## config.mk

```make
export PLATFORM = sky130hd
export DESIGN_NAME = if_id_stage
export DESIGN_NICKNAME = d
export VERILOG_FILES = /design/src/rtl/if_id_stage.sv
export SDC_FILE = /design/constraint.sdc
export NUM_CORES = 1
export LEC_CHECK = 0
export ABC_CLOCK_PERIOD_IN_PS = 3800
export BUFFER_PORTS_ARGS = -buffer_cell sky130_fd_sc_hd__buf_2
export CAP_MARGIN = 0
export CORE_MARGIN = 5
export CORE_UTILIZATION = 45
export DETAILED_ROUTE_END_ITERATION = 8
export GPL_TIMING_DRIVEN = 1
export PLACE_DENSITY_LB_ADDON = 0.25
export SLEW_MARGIN = 10
export SYNTH_ARGS = -nofsm -noshare
export SYNTH_HDL_FRONTEND = slang
export SYNTH_SLANG_ARGS = --single-unit
```

## constraint.sdc

```tcl
create_clock -name clk -period 3.8 [get_ports clk]
set_clock_uncertainty 0.15 [all_clocks]
set_input_delay 0.57 -clock clk [delete_from_list [all_inputs] [get_ports clk]]
set_output_delay 0.57 -clock clk [all_outputs]
set_load 0.005 [all_outputs]
```

## src/rtl/if_id_stage.sv

```systemverilog
// IF/ID pipeline register. It captures the fetched PC and instruction, drives the
// PC write-enable, tags bad fetch addresses with an address-error exception,
// turns flushes into bubbles and keeps saturating fetch performance counters.
module if_id_stage #(
  parameter logic [31:0] RESET_PC  = 32'h0000_3000,
  parameter logic [31:0] IM_BASE   = 32'h0000_3000,
  parameter logic [31:0] IM_LIMIT  = 32'h0000_6FFC,
  parameter logic [31:0] NOP_INSTR = 32'h0000_0000,
  parameter logic [4:0]  EXC_ADEL  = 5'd4
) (
  input  logic        clk,
  input  logic        reset,
  input  logic        stall,
  input  logic        flush,
  input  logic [31:0] if_pc,
  input  logic [31:0] if_instr,
  input  logic        if_bd,
  output logic        pc_en,
  output logic [31:0] id_pc,
  output logic [31:0] id_instr,
  output logic        id_valid,
  output logic [4:0]  id_excode,
  output logic        id_bd,
  output logic [31:0] fetch_cnt,
  output logic [31:0] stall_cnt,
  output logic [31:0] fault_cnt
);

  // Increment that sticks at all-ones instead of wrapping to zero.
  function automatic logic [31:0] sat_inc(input logic [31:0] v);
    if (v == 32'hFFFF_FFFF) begin
      sat_inc = v;
    end else begin
      sat_inc = v + 32'd1;
    end
  endfunction

  logic        fault_s;
  logic [31:0] id_pc_q, id_pc_d;
  logic [31:0] id_instr_q, id_instr_d;
  logic        id_valid_q, id_valid_d;
  logic [4:0]  id_excode_q, id_excode_d;
  logic        id_bd_q, id_bd_d;
  logic [31:0] fetch_cnt_q, fetch_cnt_d;
  logic [31:0] stall_cnt_q, stall_cnt_d;
  logic [31:0] fault_cnt_q, fault_cnt_d;

  // A flush redirects the PC, so it must open the PC register even while stalled.
  assign pc_en = ~stall | flush;

  // Fetch address is bad when misaligned or outside the instruction memory window.
  assign fault_s = (if_pc[1:0] != 2'b00) | (if_pc < IM_BASE) | (if_pc > IM_LIMIT);

  // Next-state selection with priority flush > stall > load (reset handled in the flop).
  always_comb begin
    id_pc_d     = id_pc_q;
    id_instr_d  = id_instr_q;
    id_valid_d  = id_valid_q;
    id_excode_d = id_excode_q;
    id_bd_d     = id_bd_q;
    fetch_cnt_d = fetch_cnt_q;
    stall_cnt_d = stall_cnt_q;
    fault_cnt_d = fault_cnt_q;
    if (flush) begin
      id_pc_d     = if_pc;
      id_instr_d  = NOP_INSTR;
      id_valid_d  = 1'b0;
      id_excode_d = 5'd0;
      id_bd_d     = 1'b0;
    end else if (stall) begin
      stall_cnt_d = sat_inc(stall_cnt_q);
    end else if (fault_s) begin
      // if_instr is never looked at here, so an X from a bad address cannot propagate.
      id_pc_d     = if_pc;
      id_instr_d  = NOP_INSTR;
      id_valid_d  = 1'b1;
      id_excode_d = EXC_ADEL;
      id_bd_d     = if_bd;
      fault_cnt_d = sat_inc(fault_cnt_q);
    end else begin
      id_pc_d     = if_pc;
      id_instr_d  = if_instr;
      id_valid_d  = 1'b1;
      id_excode_d = 5'd0;
      id_bd_d     = if_bd;
      fetch_cnt_d = sat_inc(fetch_cnt_q);
    end
  end

  // Pipeline and counter registers with synchronous reset.
  always_ff @(posedge clk) begin
    if (reset) begin
      id_pc_q     <= RESET_PC;
      id_instr_q  <= NOP_INSTR;
      id_valid_q  <= 1'b0;
      id_excode_q <= 5'd0;
      id_bd_q     <= 1'b0;
      fetch_cnt_q <= 32'd0;
      stall_cnt_q <= 32'd0;
      fault_cnt_q <= 32'd0;
    end else begin
      id_pc_q     <= id_pc_d;
      id_instr_q  <= id_instr_d;
      id_valid_q  <= id_valid_d;
      id_excode_q <= id_excode_d;
      id_bd_q     <= id_bd_d;
      fetch_cnt_q <= fetch_cnt_d;
      stall_cnt_q <= stall_cnt_d;
      fault_cnt_q <= fault_cnt_d;
    end
  end

  assign id_pc     = id_pc_q;
  assign id_instr  = id_instr_q;
  assign id_valid  = id_valid_q;
  assign id_excode = id_excode_q;
  assign id_bd     = id_bd_q;
  assign fetch_cnt = fetch_cnt_q;
  assign stall_cnt = stall_cnt_q;
  assign fault_cnt = fault_cnt_q;

endmodule

```

==> flow_summary.ini, run 1 <==
[synthesis]
syn_avg_cell_area_sq_um = 8.14
yosys.area_share.adder = 0.00505
synth-xor-area-share = 0.00353
yosys_warnings = 0
synth_edf_count = 0
synth_compound_area_frac = 0.195
synthCells = 914
synth_area_sq_um = 7440
yosys_register_bits = 163
yosys.area_share.simple = 0.298
synth_cell_type_count = 50
synthArstFlopShare = 0
muxShareOfSynthArea = 0.0135
ys_seq_area_frac = 0.439
synth-main-ff-cell = dfxtp_1
synth_top_family_by_area = simple AND/OR/NAND/NOR gates

[outcome]
status = finished, final reports clean

[route]
drt-wirelength-per-cell_um = 15.8
dr.pass1.iters = 7
vias_per_cell = 5.60
vias = 7527
drc = 0
ant_nets = 0
drt-total-wl_um = 21200
drt_iter0_drc = 497

[placement]
io_buffers = 232
gp_congestion = 0.868
dp_hpwl_um = 14800
placed_area_sq_um = 8700
place_ws_ns = 0.537

[layout]
nNetsFinal = 1184
diodes = 0
layout_commonest_cell = buf_2
areaGrowthSynthToFinish_pct = 25.2
final_util = 0.568
drive_above_1_share = 0.265
final_area_sq_um = 9310
final_cell_mix = buf_2 (231), dfxtp_1 (163), a21oi_1 (148), nand2_1 (132), or4_1 (44)

[flow_run]
cap_violations = 0

[global_routing]
grt_max_degree = 137
use_met2 = 0.343
grt_pass1_wl_um = 34100
use_met3 = 0.0738
antenna_found_initial = 1
met1_usage = 0.268
grt-busiest-layer = met2
grt_pass1_vias = 6705
grt-ovfl-total = 0
grtUsageTotal = 0.212

[timing]
slew_violations = 0
setup_violations = 0
finalCritPeriodShare = 0.753
max_freq_ghz = 0.349
post-route-min-period_ns = 2.86
fin_tns_setup_ns = 0
max_slew_margin = 0.368
rsz0062_at_grt = no
hold_viol = 0
fin_ws_ns = 0.938
tightest_slew_ns = 0.941

[clock_network]
path_clk_slew_ns = 0.06
clock_path_buffers = 2
hold_buffers = 0
htreeDepth = 4
clk_latency_ns = 0.42
cts_tree = done
numCtsBuffers = 17
clockRootBuffer = clkbuf_16
post_cts_buffers = 0
post_cts_resized = 0
cts_sinks = 163

[floorplan]
design.die.area_sq_um = 19200
die_h_um = 139
ios = 237
core_area_sq_um = 16400
die_w_um = 139
start_util = 0.453
rows = 47

[worst_hold_path]
hp-class = in2reg

[critical_path]
crit_path_max_incr_delay_ns = 0.75
cp_data_required_time_ns = 3.99
path_cells = buf_2, nor4_1, nand3_1, or4_1, or4_1, a21oi_1
cp_slowest_cell = or4_1
path_class = in2reg
critPathMaxFanout = 10
cp.arrival_ns = 3.06
endpoint_kind = flop
path_common_cell = or4_1
critPathLaunchType = primary input

[pwr]
leakage_nw = 3.58
ir_drop_mv = 0.303
power_density_nw_per_um2 = 397
p_total_mw = 3.70
[cells in the mapped netlist, types with 6 or more instances]
library cell | n | area (sq um)
dfxtp_1 | 163 | 3260
a21oi_1 | 148 | 741
nand2_1 | 132 | 495
clkbuf_1 | 52 | 195
or4_1 | 44 | 330
o21ai_0 | 43 | 215
o31ai_1 | 43 | 323
or3_1 | 43 | 269
nand3b_1 | 34 | 255
nand3_1 | 31 | 155
nor2_1 | 27 | 101
nand4_1 | 26 | 163
inv_1 | 12 | 45.0
nor4_1 | 11 | 68.8
and3_1 | 10 | 62.6
nor3_1 | 10 | 50.1
and4_1 | 8 | 70.1
mux2_2 | 8 | 90.1
buf_2 | 7 | 35.0
nor2b_1 | 7 | 43.8
o211ai_1 | 7 | 52.6
buf_4 | 6 | 45.0
[critical path, delay by kind of cell]
kind,cells,cell delay [ns]
compound gates,1,0.15
simple gates,4,2.22
buf+inv,1,0.11
[worst paths after layout]
| path | startpoint | endpoint | slack (ns) | cells past startpoint |
|---|---|---|---|---|
| hold / removal | if_pc[9] | id_pc[9] | 0.24 | 3 |
| hold reg to reg | id_pc[15] | id_pc[15] | 0.30 | 2 |
| setup reg to reg | fault_cnt[0] | fault_cnt[30] | 0.95 | 6 |
| setup / recovery | if_pc[27] | fetch_cnt[14] | 0.94 | 6 |
[where the power goes]
group / leakage, nW / switching, mW / total [mW] / internal (mW)
registers: 1.32 / 0.0134 / 1.75 / 1.73
logic: 1.97 / 0.108 / 0.180 / 0.0723
clock network: 0.289 / 0.702 / 1.77 / 1.07
total: 3.58 / 0.824 / 3.70 / 2.88
[metal layers]
layer | routed length (um) | part of all wire
met1 | 9000 | 0.42
met2 | 10100 | 0.48
met3 | 1640 | 0.077
met4 | 418 | 0.020
met5 | 13 | 0.00061
[stage by stage]
| step | std cells | hold WS, ns |
|---|---|---|
| 6_report | 1344 | 0.241 |
| 5_1_grt | 1344 | 0.223 |
| 4_1_cts | 1344 | 0.222 |
| 3_5_place_dp | 1313 | 0.292 |
| 3_3_place_gp | 1313 | 0.284 |
| 2_1_floorplan | 917 | 0.297 |
[area by class of cell]
cell class	instances	area [sq um]
sequential	163	3260
tap	220	275
fill	1521	7090
timing repair buffer	243	1260
inverter	13	48.8
clock buffer	20	457
clock inverter	11	153
multi-input combinational	674	3860
[sequential cells by signal, indices dropped and copies added, names as in the netlist]
signal	cells
id_valid	1
stall_cnt	32
id_instr	32
id_excode	1
fetch_cnt	32
id_bd	1
fault_cnt	32
id_pc	32
[cell families (layout without fill, tap and decap cells)]
logic type               after synthesis  after routing
AND/OR/NAND/NOR                      401            401
adder cells (fa/ha/maj)                3              3
multiplexers                           9              9
flip-flops                           163            163
buffers and inverters                 80            287
other                                  1              4
AO/OA/AOI/OAI                        254            254
XOR/XNOR                               3              3
Note: power is estimated with default switching activity, not from simulation.
==> run 2: changes to the inputs <==
ABC_CLOCK_PERIOD_IN_PS = 2700   (was 3800)
clock period = 2.7 ns   (was 3.8 ns; I/O delays follow)
==> flow_summary.ini, run 2 (same netlist as run 1, synthesis figures left out) <==
[outcome]
status = finished, final reports clean

[timing]
max_freq_ghz = 0.395
finalCritPeriodShare = 0.937
rsz0062_at_grt = no
hold_viol = 0
tightest_slew_ns = 0.693
slew_violations = 0
setup_violations = 0
fin_tns_setup_ns = 0
max_slew_margin = 0.538
post-route-min-period_ns = 2.53

[layout]
drive_above_1_share = 0.286
final_util = 0.579
nNetsFinal = 1213
areaGrowthSynthToFinish_pct = 27.6
diodes = 0
n_fill_cell = 1521
final_cell_mix = buf_2 (231), dfxtp_1 (163), a21oi_1 (148), nand2_1 (132)
layout_commonest_cell = buf_2

[clock_network]
clk_latency_ns = 0.43
post_cts_buffers = 0
htreeDepth = 4
hold_buffers = 0
clock_path_buffers = 2
cts_sinks = 163
path_clk_slew_ns = 0.07
numCtsBuffers = 17
post_cts_resized = 0
cts_tree = done
clockRootBuffer = clkbuf_16

[route]
drt-wirelength-per-cell_um = 15.8
drt-total-wl_um = 21700
ant_nets = 0
dr.pass1.iters = 7
drc = 0
vias_per_cell = 5.52
drt_iter0_drc = 512
vias = 7581

[critical_path]
r2r_end = fault_cnt[14]
cp_top_family = simple AND/OR/NAND/NOR gates
crit_buf_inv = 0
reg2reg_from = fault_cnt[0]
reg2reg_depth = 6
cp.arrival_ns = 2.74
path_common_cell = or4_1
cp_data_required_time_ns = 2.91
path_class = reg2reg
endpoint_kind = flop
crit_path_max_incr_delay_ns = 0.55
path_cells = ha_1, nand3_1, or4_1, a211o_1, or4_1, a21oi_1
critPathLaunchType = flop
cp_slowest_cell = or4_1
rrSetupSlack_ns = 0.17
critPathMaxFanout = 15

[placement]
io_buffers = 232
gp_congestion = 0.808
dp_hpwl_um = 15500

[floorplan]
core_area_sq_um = 16400
rows = 47
ios = 237
design.die.area_sq_um = 19200
die_h_um = 139
die_w_um = 139
start_util = 0.453

[global_routing]
grt_pass1_wl_um = 36000
grt_max_degree = 59
grtUsageTotal = 0.223
grt_pass1_vias = 7233
grt-ovfl-total = 0
antenna_found_initial = 1

[flow_run]
cap_violations = 0

[worst_hold_path]
whs_endpoint = id_pc[9]
hold_depth = 3
hp-start = if_pc[9]
hp-class = in2reg

[pwr]
leakage_nw = 3.69
power_density_nw_per_um2 = 523
ir_drop_mv = 0.444
## run 2: final cells by class
cell class	count	area (sq um)	share of cell area
clock inverter	14	103	0.0108
clock buffer	18	439	0.0463
sequential	163	3260	0.344
timing repair buffer	272	1500	0.158
multi-input combinational	674	3860	0.407
inverter	13	48.8	0.00514
tap	220	275	0.0290
## run 2: how the worst max path moves through the flow
stage | from | endpoint | slack (ns) | cells after the start
after floorplan | fault_cnt[0] | fault_cnt[16] | 0.20 | 8
after global placement | stall | stall_cnt[9] | 0.09 | 8
after detailed placement | stall | stall_cnt[9] | 0.07 | 8
after CTS | fetch_cnt[0] | fetch_cnt[12] | 0.18 | 6
after global routing | fault_cnt[0] | fault_cnt[14] | 0.03 | 6
final | fault_cnt[0] | fault_cnt[14] | 0.17 | 6
## run 2: where the power goes
part	switching (mW)	internal (mW)	total, mW
Clock	1.04	1.21	2.25
Combinational	0.153	0.105	0.259
Sequential	0.0182	2.44	2.46
Total	1.21	3.75	4.96
## run 2: through the flow
stage	total power, mW	area (sq um)	setup WS, ns	instances	hold WS (ns)
global placement	2.77	8950	0.0945	1342	0.285
detailed placement	2.77	8950	0.0732	1342	0.290
floorplan	2.64	7450	0.203	917	0.297
finish	4.96	9490	0.171	1374	0.0628
CTS	5.02	9490	0.177	1374	0.0445
global route	5.16	9490	0.0298	1374	0.0650
## run 2: worst register-to-register path, delay by kind of cell (launching register included)
family	cells	cell delay, ns
fa+ha+maj	1	0.19
simple gates	3	1.17
flops	1	0.38
compound gates	2	0.58
## run 2: metal layers
layer / routed length (um) / GRT usage
met5: 20 / 0
met4: 353 / 0.0634
met3: 1580 / 0.0710
met2: 10300 / 0.371
met1: 9430 / 0.279
